$ cat src/rtl/jtag_switch_pkg.sv
// Shared types and idle levels for the JTAG channel switch.
// The idle levels are shared by the reset values, PARK and the reset sequence.
package jtag_switch_pkg;

  typedef enum logic [2:0] {
    ST_ACTIVE,
    ST_DRAIN,
    ST_PARK,
    ST_RSTSEQ,
    ST_HANDOVER
  } sw_state_t;

  localparam logic IDLE_TCK    = 1'b0;
  localparam logic IDLE_TMS    = 1'b1;
  localparam logic IDLE_TDI    = 1'b0;
  localparam logic IDLE_TRST_N = 1'b1;
  localparam logic RST_TRST_N  = 1'b0;

endpackage

$ cat src/rtl/jtag_tck_seq_gen.sv
// Generates NUM_PULSES TCK pulses, each HALF_PERIOD low then HALF_PERIOD high,
// followed by a trailing HALF_PERIOD low phase. done pulses in the final cycle.
module jtag_tck_seq_gen #(
  parameter int NUM_PULSES  = 5,
  parameter int HALF_PERIOD = 4
) (
  input  logic clk,
  input  logic rst_n,
  input  logic start,
  output logic tck,
  output logic done
);

  localparam int PH_LAST = 2 * NUM_PULSES;
  localparam int PH_W    = $clog2(PH_LAST + 2);
  localparam int HC_W    = $clog2(HALF_PERIOD + 1);

  logic            running_reg;
  logic [PH_W-1:0] phase_reg;
  logic [HC_W-1:0] half_cnt_reg;
  logic            half_end;

  assign half_end = (half_cnt_reg == HC_W'(HALF_PERIOD - 1));
  assign done     = running_reg && half_end && (phase_reg == PH_W'(PH_LAST));
  // Odd phases are the high halves; phase 0 and the last phase are low.
  assign tck      = running_reg && phase_reg[0];

  always_ff @(posedge clk or negedge rst_n) begin
    if (!rst_n) begin
      running_reg  <= 1'b0;
      phase_reg    <= '0;
      half_cnt_reg <= '0;
    end else if (start && !running_reg) begin
      running_reg  <= 1'b1;
      phase_reg    <= '0;
      half_cnt_reg <= '0;
    end else if (running_reg) begin
      if (half_end) begin
        half_cnt_reg <= '0;
        if (phase_reg == PH_W'(PH_LAST)) begin
          running_reg <= 1'b0;
        end else begin
          phase_reg <= phase_reg + PH_W'(1);
        end
      end else begin
        half_cnt_reg <= half_cnt_reg + HC_W'(1);
      end
    end
  end

endmodule

$ cat src/rtl/jtag_channel_switch.sv
// N-channel JTAG source selector with glitch-free switchover:
// drain old TCK, park, optional TAP reset walk, then hand over to the new channel.
module jtag_channel_switch
  import jtag_switch_pkg::*;
#(
  parameter int               NUM_CH          = 2,
  parameter int               SEL_W           = $clog2(NUM_CH),
  parameter int               DEFAULT_CH      = 0,
  parameter int               SYNC_STAGES     = 2,
  parameter bit               RESET_ON_SWITCH = 1'b1,
  parameter int               TAP_RST_CLKS    = 5,
  parameter int               HALF_PERIOD     = 4,
  parameter int               DRAIN_TIMEOUT   = 64,
  parameter int               CNT_W           = 16,
  parameter logic [NUM_CH-1:0] CH_HAS_TRST    = NUM_CH'(1)
) (
  input  logic              clk,
  input  logic              rst_n,
  input  logic [SEL_W-1:0]  ch_sel_req,
  input  logic [NUM_CH-1:0] ch_enable,
  input  logic [NUM_CH-1:0] ch_tck,
  input  logic [NUM_CH-1:0] ch_tms,
  input  logic [NUM_CH-1:0] ch_tdi,
  input  logic [NUM_CH-1:0] ch_trst_n,
  output logic [NUM_CH-1:0] ch_tdo,
  output logic              jtag_clk,
  output logic              jtag_tms,
  output logic              jtag_tdi,
  output logic              jtag_rst_n,
  input  logic              jtag_tdo,
  output logic [SEL_W-1:0]  active_ch,
  output logic              switch_busy,
  output logic              sel_error,
  output logic [CNT_W-1:0]  switch_count
);

  localparam int             DC_W     = $clog2(DRAIN_TIMEOUT + 1);
  localparam logic [SEL_W:0] NUM_CH_V = (SEL_W + 1)'(NUM_CH);

  logic [NUM_CH-1:0] s_tck, s_tms, s_tdi, s_trst_n;

  genvar gi;
  generate
    for (gi = 0; gi < NUM_CH; gi++) begin : g_sync
      logic [SYNC_STAGES-1:0] tck_pipe, tms_pipe, tdi_pipe, trst_pipe;

      always_ff @(posedge clk or negedge rst_n) begin
        if (!rst_n) begin
          tck_pipe  <= {SYNC_STAGES{IDLE_TCK}};
          tms_pipe  <= {SYNC_STAGES{IDLE_TMS}};
          tdi_pipe  <= {SYNC_STAGES{IDLE_TDI}};
          trst_pipe <= {SYNC_STAGES{IDLE_TRST_N}};
        end else begin
          tck_pipe  <= {tck_pipe[SYNC_STAGES-2:0], ch_tck[gi]};
          tms_pipe  <= {tms_pipe[SYNC_STAGES-2:0], ch_tms[gi]};
          tdi_pipe  <= {tdi_pipe[SYNC_STAGES-2:0], ch_tdi[gi]};
          trst_pipe <= {trst_pipe[SYNC_STAGES-2:0], ch_trst_n[gi]};
        end
      end

      assign s_tck[gi]    = tck_pipe[SYNC_STAGES-1];
      assign s_tms[gi]    = tms_pipe[SYNC_STAGES-1];
      assign s_tdi[gi]    = tdi_pipe[SYNC_STAGES-1];
      assign s_trst_n[gi] = trst_pipe[SYNC_STAGES-1];
    end
  endgenerate

  sw_state_t        state_reg;
  logic [SEL_W-1:0] active_reg, target_reg;
  logic [DC_W-1:0]  drain_cnt_reg;
  logic             req_valid;
  logic             seq_start, seq_tck, seq_done;

  assign req_valid = ({1'b0, ch_sel_req} < NUM_CH_V) && ch_enable[ch_sel_req];
  assign seq_start = (state_reg == ST_PARK) && RESET_ON_SWITCH;
  assign active_ch = active_reg;

  jtag_tck_seq_gen #(
    .NUM_PULSES  (TAP_RST_CLKS),
    .HALF_PERIOD (HALF_PERIOD)
  ) u_seq (
    .clk   (clk),
    .rst_n (rst_n),
    .start (seq_start),
    .tck   (seq_tck),
    .done  (seq_done)
  );

  // TDO is only returned to the owning channel while routing is live.
  always_comb begin
    ch_tdo = '0;
    if (state_reg == ST_ACTIVE) ch_tdo[active_reg] = jtag_tdo;
  end

  always_ff @(posedge clk or negedge rst_n) begin
    if (!rst_n) begin
      state_reg     <= ST_ACTIVE;
      active_reg    <= SEL_W'(DEFAULT_CH);
      target_reg    <= SEL_W'(DEFAULT_CH);
      drain_cnt_reg <= '0;
      jtag_clk      <= IDLE_TCK;
      jtag_tms      <= IDLE_TMS;
      jtag_tdi      <= IDLE_TDI;
      jtag_rst_n    <= RST_TRST_N;
      switch_busy   <= 1'b0;
      sel_error     <= 1'b0;
      switch_count  <= '0;
    end else begin
      sel_error <= !req_valid;
      case (state_reg)
        ST_ACTIVE: begin
          jtag_clk   <= s_tck[active_reg];
          jtag_tms   <= s_tms[active_reg];
          jtag_tdi   <= s_tdi[active_reg];
          jtag_rst_n <= CH_HAS_TRST[active_reg] ? s_trst_n[active_reg] : IDLE_TRST_N;
          if (req_valid && (ch_sel_req != active_reg)) begin
            target_reg    <= ch_sel_req;
            drain_cnt_reg <= '0;
            switch_busy   <= 1'b1;
            state_reg     <= ST_DRAIN;
          end
        end
        ST_DRAIN: begin
          // Outputs hold; wait for the old TCK to be low so the last pulse is not cut short.
          if (!s_tck[active_reg] || (drain_cnt_reg == DC_W'(DRAIN_TIMEOUT - 1))) begin
            state_reg <= ST_PARK;
          end else begin
            drain_cnt_reg <= drain_cnt_reg + DC_W'(1);
          end
        end
        ST_PARK: begin
          jtag_clk  <= IDLE_TCK;
          jtag_tms  <= IDLE_TMS;
          jtag_tdi  <= IDLE_TDI;
          state_reg <= RESET_ON_SWITCH ? ST_RSTSEQ : ST_HANDOVER;
        end
        ST_RSTSEQ: begin
          jtag_clk   <= seq_tck;
          jtag_tms   <= IDLE_TMS;
          jtag_tdi   <= IDLE_TDI;
          jtag_rst_n <= IDLE_TRST_N;
          if (seq_done) state_reg <= ST_HANDOVER;
        end
        ST_HANDOVER: begin
          active_reg  <= target_reg;
          switch_busy <= 1'b0;
          state_reg   <= ST_ACTIVE;
          if (switch_count != '1) switch_count <= switch_count + CNT_W'(1);
        end
        default: state_reg <= ST_ACTIVE;
      endcase
    end
  end

endmodule
$ cat config.mk
export PLATFORM = sky130hd
export DESIGN_NAME = jtag_channel_switch
export DESIGN_NICKNAME = d
export VERILOG_FILES = /design/src/rtl/jtag_switch_pkg.sv /design/src/rtl/jtag_tck_seq_gen.sv /design/src/rtl/jtag_channel_switch.sv
export SDC_FILE = /design/constraint.sdc
export NUM_CORES = 1
export LEC_CHECK = 0
export ABC_AREA = 1
export BUFFER_PORTS_ARGS = -buffer_cell sky130_fd_sc_hd__buf_4
export CAP_MARGIN = 5
export CORE_MARGIN = 1.5
export CORE_UTILIZATION = 59
export DETAILED_ROUTE_END_ITERATION = 6
export GPL_ROUTABILITY_DRIVEN = 0
export GPL_TIMING_DRIVEN = 0
export PLACE_DENSITY = 0.85
export SLEW_MARGIN = 20
export SYNTH_ARGS = -nofsm -noshare
export SYNTH_HDL_FRONTEND = slang
export SYNTH_SLANG_ARGS = --single-unit
$ cat constraint.sdc
create_clock -name clk -period 2.9 [get_ports clk]
set_input_delay 0.725 -clock clk [delete_from_list [all_inputs] [get_ports clk]]
set_output_delay 0.725 -clock clk [all_outputs]
set_load 0.02 [all_outputs]
==> tab_implementation.tex, run 1 <==
\begin{tabular}{lr}
\hline
Metric & Value \\
\hline
\multicolumn{2}{l}{\textbf{Setup path}} \\
CP max FO & 5 \\
Startpoint kind of the worst setup timing path & register \\
Critical Path Max Stage Delay & 0.44 ns \\
Worst Setup SP & state\_reg[0] \\
Class of the most critical setup path & reg2out \\
Setup slack of the worst register-to-register path & 1.07 ns \\
Critical-path top delay cell & sky130\_fd\_sc\_hd\_\_dfrtp\_1 \\
Cell chain of the critical path & nor2\_1 > nand2\_1 > nor3\_1 > buf\_4 \\
Data arrival time of the critical path & 1.54 ns \\
Number of cells on the worst reg-to-reg path & 9 \\
Required time reported for the critical path endpoint & 2.17 ns \\
Critical register-to-register path endpoint & switch\_count[14] \\
Endpoint type of the worst setup path & output pin \\
Startpoint of the lowest-slack register-to-register path & switch\_count[0] \\
\multicolumn{2}{l}{\textbf{Timing}} \\
Transition time at the pin with the least slew margin & 0.694 ns \\
Final setup fails & 0 \\
Final worst-path setup slack & 0.632 ns \\
Total negative setup slack & 0 ns \\
Final-report hold violation count & 0 \\
Period utilization & 0.782 \\
Relative slew slack & 0.537 \\
Post-layout min period & 2.27 ns \\
RSZ-0062 raised after global routing & false \\
Maximum clock frequency & 0.441 GHz \\
Skew final & 0.0102 ns \\
Final Slew Violations & 0 \\
\multicolumn{2}{l}{\textbf{Power}} \\
Worst-case vdd ir drop & 0.415 mV \\
Ratio of total power to cell area & 458 nW/µm² \\
Leak Pwr & 1.53 nW \\
\multicolumn{2}{l}{\textbf{Status}} \\
Outcome & completed \\
\multicolumn{2}{l}{\textbf{Route}} \\
Total wire length after detailed routing & 5400 µm \\
Routed wl met3 & 248 µm \\
Detailed route wirelength on metal2 & 2650 µm \\
Number of remaining DRC errors & 0 \\
Sum of routed wire segments on met1 & 2410 µm \\
Detailed-route via count & 2262 \\
Remaining antenna violation count after routing & 0 \\
Mean routed wirelength per cell & 12.9 µm \\
Ratio of routed vias to standard cells & 5.42 \\
Count of routing violations after the opening detailed-route iteration & 122 \\
DR pass1 iterations & 4 \\
Top routing layer used & met4 \\
\multicolumn{2}{l}{\textbf{Logic synthesis}} \\
Post-synth top area share & 0.456 \\
Predominant post-synthesis flop cell & sky130\_fd\_sc\_hd\_\_dfrtp\_1 \\
\#FFs+latches synth & 56 \\
Sequential area share after synthesis & 0.524 \\
Fraction of registers with async set or reset after synthesis & 1.00 \\
Cell area after technology mapping & 2690 µm² \\
Synth top area cells & sky130\_fd\_sc\_hd\_\_dfrtp\_1 46\%, sky130\_fd\_sc\_hd\_\_nand2\_1 15\%, sky130\_fd\_sc\_hd\_\_dfstp\_2 6.8\% \\
Number of flops mapped to enable cells by yosys & 0 \\
Net count after synthesis & 339 \\
Yosys warning count & 0 \\
Unique cell type count in the Yosys netlist & 29 \\
Cells after synthesis & 320 \\
Syn\_area\_per\_cell & 8.40 µm² \\
Most area-hungry cell type in the Yosys netlist & sky130\_fd\_sc\_hd\_\_dfrtp\_1 \\
\multicolumn{2}{l}{\textbf{Clocking}} \\
Total clock buffers created by CTS & 5 \\
Number of levels in the clock H-tree & 2 \\
Clock Latency Late Sink & 0.31 ns \\
Post-CTS setup-driven buffer insertion count & 0 \\
Clock Tree Root & sky130\_fd\_sc\_hd\_\_clkbuf\_8 \\
CTS clock-pin slew for the worst setup and hold paths & 0.10 ns \\
Number of resized instances in the post-cts repair step & 0 \\
Number of hold-repair buffers added at the cts stage & 0 \\
Clock sink count & 56 \\
Max Buffers Root-to-Sink & 2 \\
CTS tree & yes \\
\multicolumn{2}{l}{\textbf{Hold path}} \\
Cell depth of the worst min-delay path & 0 \\
Type of the tightest min-delay check & reg2reg \\
Start point of the worst min-delay path & g\_sync[1].tck\_pipe[0] \\
Destination of the worst hold path & g\_sync[1].tck\_pipe[1] \\
\multicolumn{2}{l}{\textbf{Global routing}} \\
Wire length of the first global-routing pass & 9470 µm \\
Maximum number of pins on one net before global-route repair & 57 \\
Gr usage total & 0.241 \\
Via count of the first global-routing pass & 2128 \\
Initial antenna violation count & 0 \\
GRT overflow & 0 \\
\multicolumn{2}{l}{\textbf{Finish}} \\
Share of final-layout standard cells stronger than drive strength 1 & 0.181 \\
Area taken by flip-flops and latches & 1410 µm² \\
Flip-flop count of the largest register after layout & 16 \\
FILL cells & 352 \\
Non-filler instance count after layout & 417 \\
End-of-flow core utilization & 0.713 \\
Layout-stage area growth over the synthesis result & 16.2\% \\
Area used by multi-input combinational logic & 1110 µm² \\
Most frequent standard cell in the layout excluding fill and tap cells & sky130\_fd\_sc\_hd\_\_nand2\_1 \\
Antenna diode count & 0 \\
Layout net count & 383 \\
Most used cells in the layout excluding fill and tap cells & 104 x sky130\_fd\_sc\_hd\_\_nand2\_1, 49 x sky130\_fd\_sc\_hd\_\_dfrtp\_1, 37 x sky130\_fd\_sc\_hd\_\_buf\_4 \\
\multicolumn{2}{l}{\textbf{Die}} \\
Core outline area & 4380 µm² \\
Number of cell rows & 24 \\
Height of the chip & 70.5 µm \\
Width of the die & 70.5 µm \\
Total die area & 4970 µm² \\
Number of I/O pins & 39 \\
Starting Density & 0.613 \\
\multicolumn{2}{l}{\textbf{Flow run}} \\
Max-cap violations & 0 \\
\multicolumn{2}{l}{\textbf{Placement}} \\
Post-placement cell count & 409 \\
Port Buffers & 37 \\
Pre-CTS setup slack & 0.985 ns \\
Dpl hpwl & 3940 µm \\
\hline
\end{tabular}
==> where the power goes <==
| group | internal (mW) | leakage (nW) | switching, mW | total, mW |
|---|---|---|---|---|
| Sequential | 0.818 | 0.691 | 0.0234 | 0.842 |
| Clock | 0.177 | 0.0452 | 0.266 | 0.443 |
| Combinational | 0.0566 | 0.796 | 0.0894 | 0.146 |
==> per-layer routing <==
layer  track usage  vias to the layer above
li1              -                     1114
met1         0.328                     1091
met2         0.386                       46
met3        0.0519                       11
met4        0.0812                        0
met5             0                        -
==> synthesized netlist by cell type (2+ instances only) <==
library cell and instances:
sky130_fd_sc_hd__inv_1 34, sky130_fd_sc_hd__nand3_2 2, sky130_fd_sc_hd__xnor2_1 8, sky130_fd_sc_hd__o21ai_0 15, sky130_fd_sc_hd__xor2_1 4, sky130_fd_sc_hd__ha_1 5, sky130_fd_sc_hd__nand2_2 3, sky130_fd_sc_hd__nand3_1 28
sky130_fd_sc_hd__a31oi_1 2, sky130_fd_sc_hd__nand2_1 104, sky130_fd_sc_hd__dfstp_2 7, sky130_fd_sc_hd__a21oi_1 6, sky130_fd_sc_hd__dfrtp_1 49, sky130_fd_sc_hd__buf_6 2, sky130_fd_sc_hd__nor2_1 26, sky130_fd_sc_hd__nand4_1 9
sky130_fd_sc_hd__nor3_1 4
==> cells by family (layout without fill, tap and decap cells) <==
kind of cell | Yosys count | in the layout | share of synthesized area
fa+ha+maj | 5 | 5 | 0.0233
buf+inv | 40 | 85 | 0.0623
compound gates | 28 | 28 | 0.0605
flops | 56 | 56 | 0.524
simple gates | 179 | 179 | 0.290
xor+xnor | 12 | 12 | 0.0391
==> how the worst max path moves through the flow <==
stage	to	slack (ns)
after floorplan	ch_tdo[0]	0.93
after global placement	ch_tdo[0]	1.02
after detailed placement	ch_tdo[1]	0.99
after CTS	ch_tdo[1]	0.64
after global routing	ch_tdo[0]	0.55
final	ch_tdo[0]	0.63
==> through the flow <==
stage	cell area [µm²]	total power, mW	hold slack, ns
after floorplan	2690	0.939	0.331
after global routing	3130	1.50	0.364
after detailed placement	3030	1.00	0.335
final	3130	1.43	0.358
after CTS	3130	1.44	0.360
after global placement	3030	0.994	0.332
==> area by class of cell <==
cell class,count,share of cell area
Buffer,4,0.0104
Clock buffer,5,0.0220
Clock inverter,3,0.00801
Inverter,36,0.0432
Multi-Input combinational cell,224,0.355
Sequential cell,56,0.451
Tap cell,52,0.0208
Timing Repair Buffer,37,0.0889
==> critical path, delay by kind of cell (launching register included) <==
kind / cells / cell delay (ns)
buffers and inverters: 1 / 0.17
DFF: 1 / 0.44
and+or+nand+nor: 3 / 0.62
(Power assumes the default switching activity.)
==> inputs of run 2 (changes only) <==
--- a/config.mk
+++ b/config.mk
@@ -9,11 +9,11 @@
 export BUFFER_PORTS_ARGS = -buffer_cell sky130_fd_sc_hd__buf_4
 export CAP_MARGIN = 5
 export CORE_MARGIN = 1.5
-export CORE_UTILIZATION = 59
+export CORE_UTILIZATION = 56
 export DETAILED_ROUTE_END_ITERATION = 6
 export GPL_ROUTABILITY_DRIVEN = 0
 export GPL_TIMING_DRIVEN = 0
-export PLACE_DENSITY = 0.85
+export PLACE_DENSITY = 0.81
 export SLEW_MARGIN = 20
 export SYNTH_ARGS = -nofsm -noshare
 export SYNTH_HDL_FRONTEND = slang
==> constraint.sdc (replaced) <==
create_clock -name clk -period 2.1 [get_ports clk]
set_input_delay 0.525 -clock clk [delete_from_list [all_inputs] [get_ports clk]]
set_output_delay 0.525 -clock clk [all_outputs]
set_load 0.02 [all_outputs]
==> run 2 against run 1 <==
Against the previous run: critical path type unchanged; power grew 39%; worst hold slack lost 0.13 ns; setup slack lost 0.51 ns; register-to-register slack lost 0.78 ns; non-clock buffer count is the same.
==> tab_implementation.tex, run 2 (same netlist as run 1, synthesis figures left out) <==
\begin{tabular}{lr}
\hline
Metric & Value \\
\hline
\multicolumn{2}{l}{\textbf{Timing}} \\
Total negative setup slack & 0 ns (unchanged) \\
Transition time at the pin with the least slew margin & 0.677 ns (-0.0179 ns) \\
Post-layout min period & 1.98 ns \\
RSZ-0062 raised after global routing & false \\
Skew final & 0.00491 ns (-0.00531 ns) \\
Maximum clock frequency & 0.506 GHz \\
Final-report hold violation count & 0 (unchanged) \\
Final worst-path setup slack & 0.123 ns (-0.509 ns) \\
Period utilization & 0.941 \\
Final setup fails & 0 (unchanged) \\
Final Slew Violations & 0 (unchanged) \\
Relative slew slack & 0.549 (+0.0119) \\
\multicolumn{2}{l}{\textbf{Finish}} \\
Non-filler instance count after layout & 419 (+0.48\%) \\
Area taken by flip-flops and latches & 1410 µm² (unchanged) \\
Area used by multi-input combinational logic & 1120 µm² (+0.68\%) \\
Layout net count & 383 (unchanged) \\
FILL cells & 396 (+13\%) \\
Most frequent standard cell in the layout excluding fill and tap cells & sky130\_fd\_sc\_hd\_\_nand2\_1 \\
Layout-stage area growth over the synthesis result & 16.8\% \\
Post-Layout Inst Area & 3140 µm² (+0.44\%) \\
Most used cells in the layout excluding fill and tap cells & 104 x sky130\_fd\_sc\_hd\_\_nand2\_1, 49 x sky130\_fd\_sc\_hd\_\_dfrtp\_1, 37 x sky130\_fd\_sc\_hd\_\_buf\_4 \\
Flip-flop count of the largest register after layout & 16 (unchanged) \\
Antenna diode count & 0 (unchanged) \\
Share of final-layout standard cells stronger than drive strength 1 & 0.184 (+0.00274) \\
\multicolumn{2}{l}{\textbf{Power}} \\
Net switching power & 531 µW (+40\%) \\
Proportion of power drawn by the clock network & 0.317 (+0.008) \\
Worst-case vdd ir drop & 0.468 mV (+13\%) \\
Seq pwr share & 0.584 (-0.005) \\
Ratio of total power to cell area & 635 nW/µm² (+39\%) \\
Leak Pwr & 1.54 nW (+0.53\%) \\
Combinational Power Share & 0.100 (-0.002) \\
Design Power & 1.99 mW (+39\%) \\
Internal power consumption & 1.46 mW (+39\%) \\
Switching part of the total power & 0.266 (+0.00163) \\
\multicolumn{2}{l}{\textbf{Global routing}} \\
Wire length of the first global-routing pass & 8800 µm (-7.1\%) \\
Initial antenna violation count & 0 (unchanged) \\
GRT overflow & 0 (unchanged) \\
Maximum number of pins on one net before global-route repair & 57 (unchanged) \\
Via count of the first global-routing pass & 2002 (-5.9\%) \\
Gr usage total & 0.215 (-0.0256) \\
\multicolumn{2}{l}{\textbf{Clocking}} \\
Number of levels in the clock H-tree & 2 (unchanged) \\
CTS tree & yes \\
Clock Latency Late Sink & 0.31 ns (about the same) \\
Total clock buffers created by CTS & 5 (unchanged) \\
CTS clock-pin slew for the worst setup and hold paths & 0.11 ns (about the same) \\
Max Buffers Root-to-Sink & 2 (unchanged) \\
Clock sink count & 56 (unchanged) \\
Clock Tree Root & sky130\_fd\_sc\_hd\_\_clkbuf\_8 \\
\multicolumn{2}{l}{\textbf{Setup path}} \\
Critical-path top delay cell & sky130\_fd\_sc\_hd\_\_dfrtp\_1 \\
Cell family with the largest share of critical-path delay & simple AND/OR/NAND/NOR gates \\
Startpoint kind of the worst setup timing path & register \\
Required time reported for the critical path endpoint & 1.57 ns (-0.60 ns) \\
Data arrival time of the critical path & 1.45 ns (-0.09 ns) \\
Total buffers and inverters traversed by the critical path & 1 (unchanged) \\
Class of the most critical setup path & reg2out \\
Endpoint type of the worst setup path & output pin \\
Cell chain of the critical path & nor2\_4 > nand2\_1 > nor3\_1 > buf\_4 \\
Critical Path Max Stage Delay & 0.46 ns (+0.02 ns) \\
CP max FO & 5 (unchanged) \\
\multicolumn{2}{l}{\textbf{Die}} \\
Number of I/O pins & 39 (unchanged) \\
Width of the die & 72.3 µm (+2.5\%) \\
Height of the chip & 72.3 µm (+2.5\%) \\
Number of cell rows & 25 (+4.2\%) \\
Starting Density & 0.577 (-0.0364) \\
Core outline area & 4660 µm² (+6.3\%) \\
Total die area & 5230 µm² (+5.1\%) \\
\multicolumn{2}{l}{\textbf{Placement}} \\
Dpl hpwl & 3670 µm (-6.9\%) \\
Placed instance area & 3030 µm² (about the same) \\
Pre-CTS setup slack & 0.304 ns (-0.681 ns) \\
Port Buffers & 37 (unchanged) \\
Post-placement cell count & 411 (+0.49\%) \\
\multicolumn{2}{l}{\textbf{Route}} \\
Total wire length after detailed routing & 4970 µm (-7.9\%) \\
Detailed-route via count & 2210 (-2.3\%) \\
Count of routing violations after the opening detailed-route iteration & 123 (+0.82\%) \\
Ratio of routed vias to standard cells & 5.27 (-2.8\%) \\
Mean routed wirelength per cell & 11.9 µm (-8.3\%) \\
DR pass1 iterations & 5 (+1) \\
Remaining antenna violation count after routing & 0 (unchanged) \\
Number of remaining DRC errors & 0 (unchanged) \\
\multicolumn{2}{l}{\textbf{Flow run}} \\
Max-cap violations & 0 (unchanged) \\
\multicolumn{2}{l}{\textbf{Status}} \\
Outcome & completed \\
\multicolumn{2}{l}{\textbf{Hold path}} \\
Type of the tightest min-delay check & in2async \\
\hline
\end{tabular}
-- run 2: cell types whose count changed in the layout (fill, tap and decap cells not counted), sizes merged --
cell / delta
clkinvlp: -1
inv: +1
-- run 2: final cells by class --
| type | instances | share of cell area |
|---|---|---|
| plain buffers | 4 | 0.0104 |
| clock buffers | 5 | 0.0219 |
| clock inverters | 3 | 0.00917 |
| inverters | 36 | 0.0430 |
| multi-input cells | 224 | 0.356 |
| flip-flops and latches | 56 | 0.449 |
| well taps | 54 | 0.0215 |
| repair buffers | 37 | 0.0885 |
-- run 2: what timing repair did --
action / CTS / global route
gates resized for setup: 1 / 1
buffers inserted: 0 / 0
endpoints found under the setup margin: 1 / 1
hold buffers: 0 / 0
gates cloned: 0 / 0
endpoints found under the hold margin: 0 / 0
-- run 2: worst paths after layout --
path                                            start               endpoint  slack, ns  cells past startpoint
worst max-delay path                     state_reg[0]              ch_tdo[1]       0.12                      4
worst min-delay path                            rst_n       drain_cnt_reg[4]       0.23                      1
worst max register to register        switch_count[0]        switch_count[1]       0.29                      9
worst min register to register  g_sync[1].tdi_pipe[0]  g_sync[1].tdi_pipe[1]       0.36                      0
max in group asynchronous                       rst_n        switch_count[4]       1.42                      1
min in group clk                            ch_tms[1]  g_sync[1].tms_pipe[0]       0.31                      1
-- run 2: layer usage --
layer  vias to the layer above  share of wire  GRT usage
li1                       1112              -          -
met1                      1046           0.47      0.313
met2                        47           0.48      0.333
met3                         5          0.042     0.0458
met4                         0         0.0087     0.0524
met5                         -              0          0
-- run 2: per-stage QoR --
| stage | util | hold WS (ns) |
|---|---|---|
| final | 0.674 | 0.232 |
| after global placement | 0.651 | 0.334 |
| after CTS | 0.672 | 0.262 |
| after detailed placement | 0.651 | 0.335 |
| after global routing | 0.674 | 0.282 |
| after floorplan | - | 0.229 |
-- run 2: power by group through the flow --
stage                     logic (mW)  registers, mW  clock network, mW
after floorplan                0.108           1.19                  0
after global placement         0.193           1.18                  0
after detailed placement       0.200           1.18                  0
after CTS                      0.202           1.16              0.650
after global routing           0.227           1.17              0.683
final                          0.199           1.16              0.631
==> inputs of run 3 (changes only) <==
--- a/config.mk
+++ b/config.mk
@@ -13,7 +13,7 @@
 export DETAILED_ROUTE_END_ITERATION = 6
 export GPL_ROUTABILITY_DRIVEN = 0
 export GPL_TIMING_DRIVEN = 0
-export PLACE_DENSITY = 0.81
+export PLACE_DENSITY = 0.78
 export SLEW_MARGIN = 20
 export SYNTH_ARGS = -nofsm -noshare
 export SYNTH_HDL_FRONTEND = slang
==> run 3 against run 2 <==
Against the previous run: cell count did not move; clock skew rose by 0.0040 ns; clock power barely moved; core utilization down 0.054 points; sequential share of layout area about the same; sequential power barely moved; critical path depth is the same; die area is the same; first-iteration DRC count grew 5.7%; register-to-register slack is essentially flat; fmax decreased by 1.9%; wire length increased by 7.6%; critical path type unchanged.
==> tab_implementation.tex, run 3 (same netlist as run 1, synthesis figures left out) <==
\begin{tabular}{lr}
\hline
Metric & Value \\
\hline
\multicolumn{2}{l}{\textbf{Global routing}} \\
Initial antenna violation count & 0 (unchanged) \\
Gr usage total & 0.223 (+0.00810) \\
GRT overflow & 0 (unchanged) \\
Via count of the first global-routing pass & 2057 (+2.7\%) \\
Wire length of the first global-routing pass & 9090 µm (+3.4\%) \\
Maximum number of pins on one net before global-route repair & 57 (unchanged) \\
\multicolumn{2}{l}{\textbf{Timing}} \\
RSZ-0062 raised after global routing & false \\
Post-layout min period & 2.02 ns (+0.0393 ns) \\
Skew final & 0.00890 ns (+0.00399 ns) \\
Final setup fails & 0 (unchanged) \\
Maximum clock frequency & 0.496 GHz (-1.9\%) \\
Total negative setup slack & 0 ns (unchanged) \\
Final Slew Violations & 0 (unchanged) \\
Transition time at the pin with the least slew margin & 0.688 ns (+0.0116 ns) \\
Relative slew slack & 0.541 (-0.00775) \\
Final-report hold violation count & 0 (unchanged) \\
Period utilization & 0.960 (+0.0187) \\
\multicolumn{2}{l}{\textbf{Route}} \\
Detailed-route via count & 2222 (+0.54\%) \\
Ratio of routed vias to standard cells & 5.30 (+0.54\%) \\
DR pass1 iterations & 4 (-1) \\
Total wire length after detailed routing & 5350 µm (+7.6\%) \\
Number of remaining DRC errors & 0 (unchanged) \\
Remaining antenna violation count after routing & 0 (unchanged) \\
Count of routing violations after the opening detailed-route iteration & 130 (+5.7\%) \\
Mean routed wirelength per cell & 12.8 µm (+7.6\%) \\
\multicolumn{2}{l}{\textbf{Clocking}} \\
Post-CTS setup-driven buffer insertion count & 0 (unchanged) \\
Number of levels in the clock H-tree & 2 (unchanged) \\
Number of hold-repair buffers added at the cts stage & 0 (unchanged) \\
Clock Latency Late Sink & 0.32 ns (about the same) \\
CTS tree & yes \\
Clock Tree Root & sky130\_fd\_sc\_hd\_\_clkbuf\_8 \\
Clock sink count & 56 (unchanged) \\
CTS clock-pin slew for the worst setup and hold paths & 0.11 ns (about the same) \\
Total clock buffers created by CTS & 5 (unchanged) \\
Max Buffers Root-to-Sink & 2 (unchanged) \\
\multicolumn{2}{l}{\textbf{Die}} \\
Total die area & 5230 µm² (unchanged) \\
Height of the chip & 72.3 µm (unchanged) \\
Number of cell rows & 25 (unchanged) \\
Core outline area & 4660 µm² (unchanged) \\
Starting Density & 0.577 (unchanged) \\
Width of the die & 72.3 µm (unchanged) \\
Number of I/O pins & 39 (unchanged) \\
\multicolumn{2}{l}{\textbf{Power}} \\
Switching part of the total power & 0.268 (+0.00149) \\
Proportion of power drawn by the clock network & 0.317 (about the same) \\
Worst-case vdd ir drop & 0.501 mV (+7.2\%) \\
Combinational Power Share & 0.100 (about the same) \\
Leak Pwr & 1.54 nW (-0.12\%) \\
Ratio of total power to cell area & 637 nW/µm² (+0.23\%) \\
Net switching power & 535 µW (+0.71\%) \\
Seq pwr share & 0.582 (-0.002) \\
Internal power consumption & 1.46 mW (about the same) \\
\multicolumn{2}{l}{\textbf{Setup path}} \\
Required time reported for the critical path endpoint & 1.57 ns (about the same) \\
Cell family with the largest share of critical-path delay & simple AND/OR/NAND/NOR gates \\
CP max FO & 5 (unchanged) \\
Endpoint type of the worst setup path & output pin \\
Class of the most critical setup path & reg2out \\
Data arrival time of the critical path & 1.49 ns (+0.04 ns) \\
Cell chain of the critical path & nor2\_2 > nand2\_2 > nor3\_1 > buf\_4 \\
Critical Path Max Stage Delay & 0.44 ns (-0.02 ns) \\
Total buffers and inverters traversed by the critical path & 1 (unchanged) \\
Startpoint kind of the worst setup timing path & register \\
Critical-path top delay cell & sky130\_fd\_sc\_hd\_\_dfrtp\_1 \\
\multicolumn{2}{l}{\textbf{Finish}} \\
Layout-stage area growth over the synthesis result & 16.7\% (about the same) \\
End-of-flow core utilization & 0.673 (about the same) \\
Most used cells in the layout excluding fill and tap cells & 103 x sky130\_fd\_sc\_hd\_\_nand2\_1, 49 x sky130\_fd\_sc\_hd\_\_dfrtp\_1, 37 x sky130\_fd\_sc\_hd\_\_buf\_4 \\
Antenna diode count & 0 (unchanged) \\
FILL cells & 397 (+0.25\%) \\
Layout net count & 383 (unchanged) \\
Flip-flop count of the largest register after layout & 16 (unchanged) \\
Most frequent standard cell in the layout excluding fill and tap cells & sky130\_fd\_sc\_hd\_\_nand2\_1 \\
Area taken by flip-flops and latches & 1410 µm² (unchanged) \\
Share of final-layout standard cells stronger than drive strength 1 & 0.186 (+0.00274) \\
Area used by multi-input combinational logic & 1120 µm² (-0.22\%) \\
\multicolumn{2}{l}{\textbf{Placement}} \\
Dpl hpwl & 3890 µm (+6.0\%) \\
Port Buffers & 37 (unchanged) \\
\multicolumn{2}{l}{\textbf{Flow run}} \\
Max-cap violations & 0 (unchanged) \\
\multicolumn{2}{l}{\textbf{Hold path}} \\
Type of the tightest min-delay check & in2async \\
\multicolumn{2}{l}{\textbf{Status}} \\
Outcome & completed \\
\hline
\end{tabular}
-- run 3: cell count changes in the layout (fill, tap and decap cells not counted) --
cell,change
sky130_fd_sc_hd__nand2_2,+1
sky130_fd_sc_hd__nand2_1,-1
sky130_fd_sc_hd__nor2_4,-1
sky130_fd_sc_hd__nor2_2,+1
-- run 3: what timing repair did --
| item | in CTS | in global routing |
|---|---|---|
| pin swaps | 0 | 0 |
| setup endpoints to repair | 1 | 1 |
| gates resized for setup | 1 | 1 |
-- run 3: worst paths after layout --
check	from	end	slack, ns	cells past startpoint
max	state_reg[0]	ch_tdo[0]	0.08	4
min	rst_n	drain_cnt_reg[4]	0.23	1
max reg2reg	switch_count[0]	switch_count[1]	0.28	9
min reg2reg	g_sync[1].tdi_pipe[0]	g_sync[1].tdi_pipe[1]	0.36	0
max in group asynchronous	rst_n	switch_count[13]	1.41	1
min in group clk	ch_tms[0]	g_sync[0].tms_pipe[0]	0.30	1
-- run 3: layout make-up --
class	count	share of cell area
sequential	56	0.450
multi-input combinational	224	0.356
timing repair buffer	37	0.0886
inverter	36	0.0431
clock buffer	5	0.0219
tap	54	0.0215
buffer	4	0.0104
clock inverter	3	0.00917
-- run 3: layer usage --
layer / global-route usage / part of all wire
met5: 0 / 0
met3: 0.0431 / 0.044
met4: 0.0608 / 0.012
met2: 0.378 / 0.49
met1: 0.296 / 0.46
-- run 3: per-stage QoR --
stage / cells / setup slack (ns) / cell area, µm² / hold slack [ns] / power, mW
global route: 419 / 0.0243 / 3140 / 0.284 / 2.09
global placement: 411 / 0.367 / 3030 / 0.333 / 1.37
CTS: 419 / 0.0662 / 3130 / 0.267 / 2.01
finish: 419 / 0.0842 / 3140 / 0.231 / 2.00
floorplan: 320 / 0.343 / 2690 / 0.229 / 1.30
detailed placement: 411 / 0.320 / 3030 / 0.335 / 1.38
-- run 3: power groups by stage --
stage	logic, mW	clock network [mW]	registers [mW]
after CTS	0.203	0.648	1.16
final	0.201	0.633	1.16
after detailed placement	0.201	0	1.18
after global placement	0.193	0	1.18
after floorplan	0.108	0	1.19
after global routing	0.230	0.694	1.17
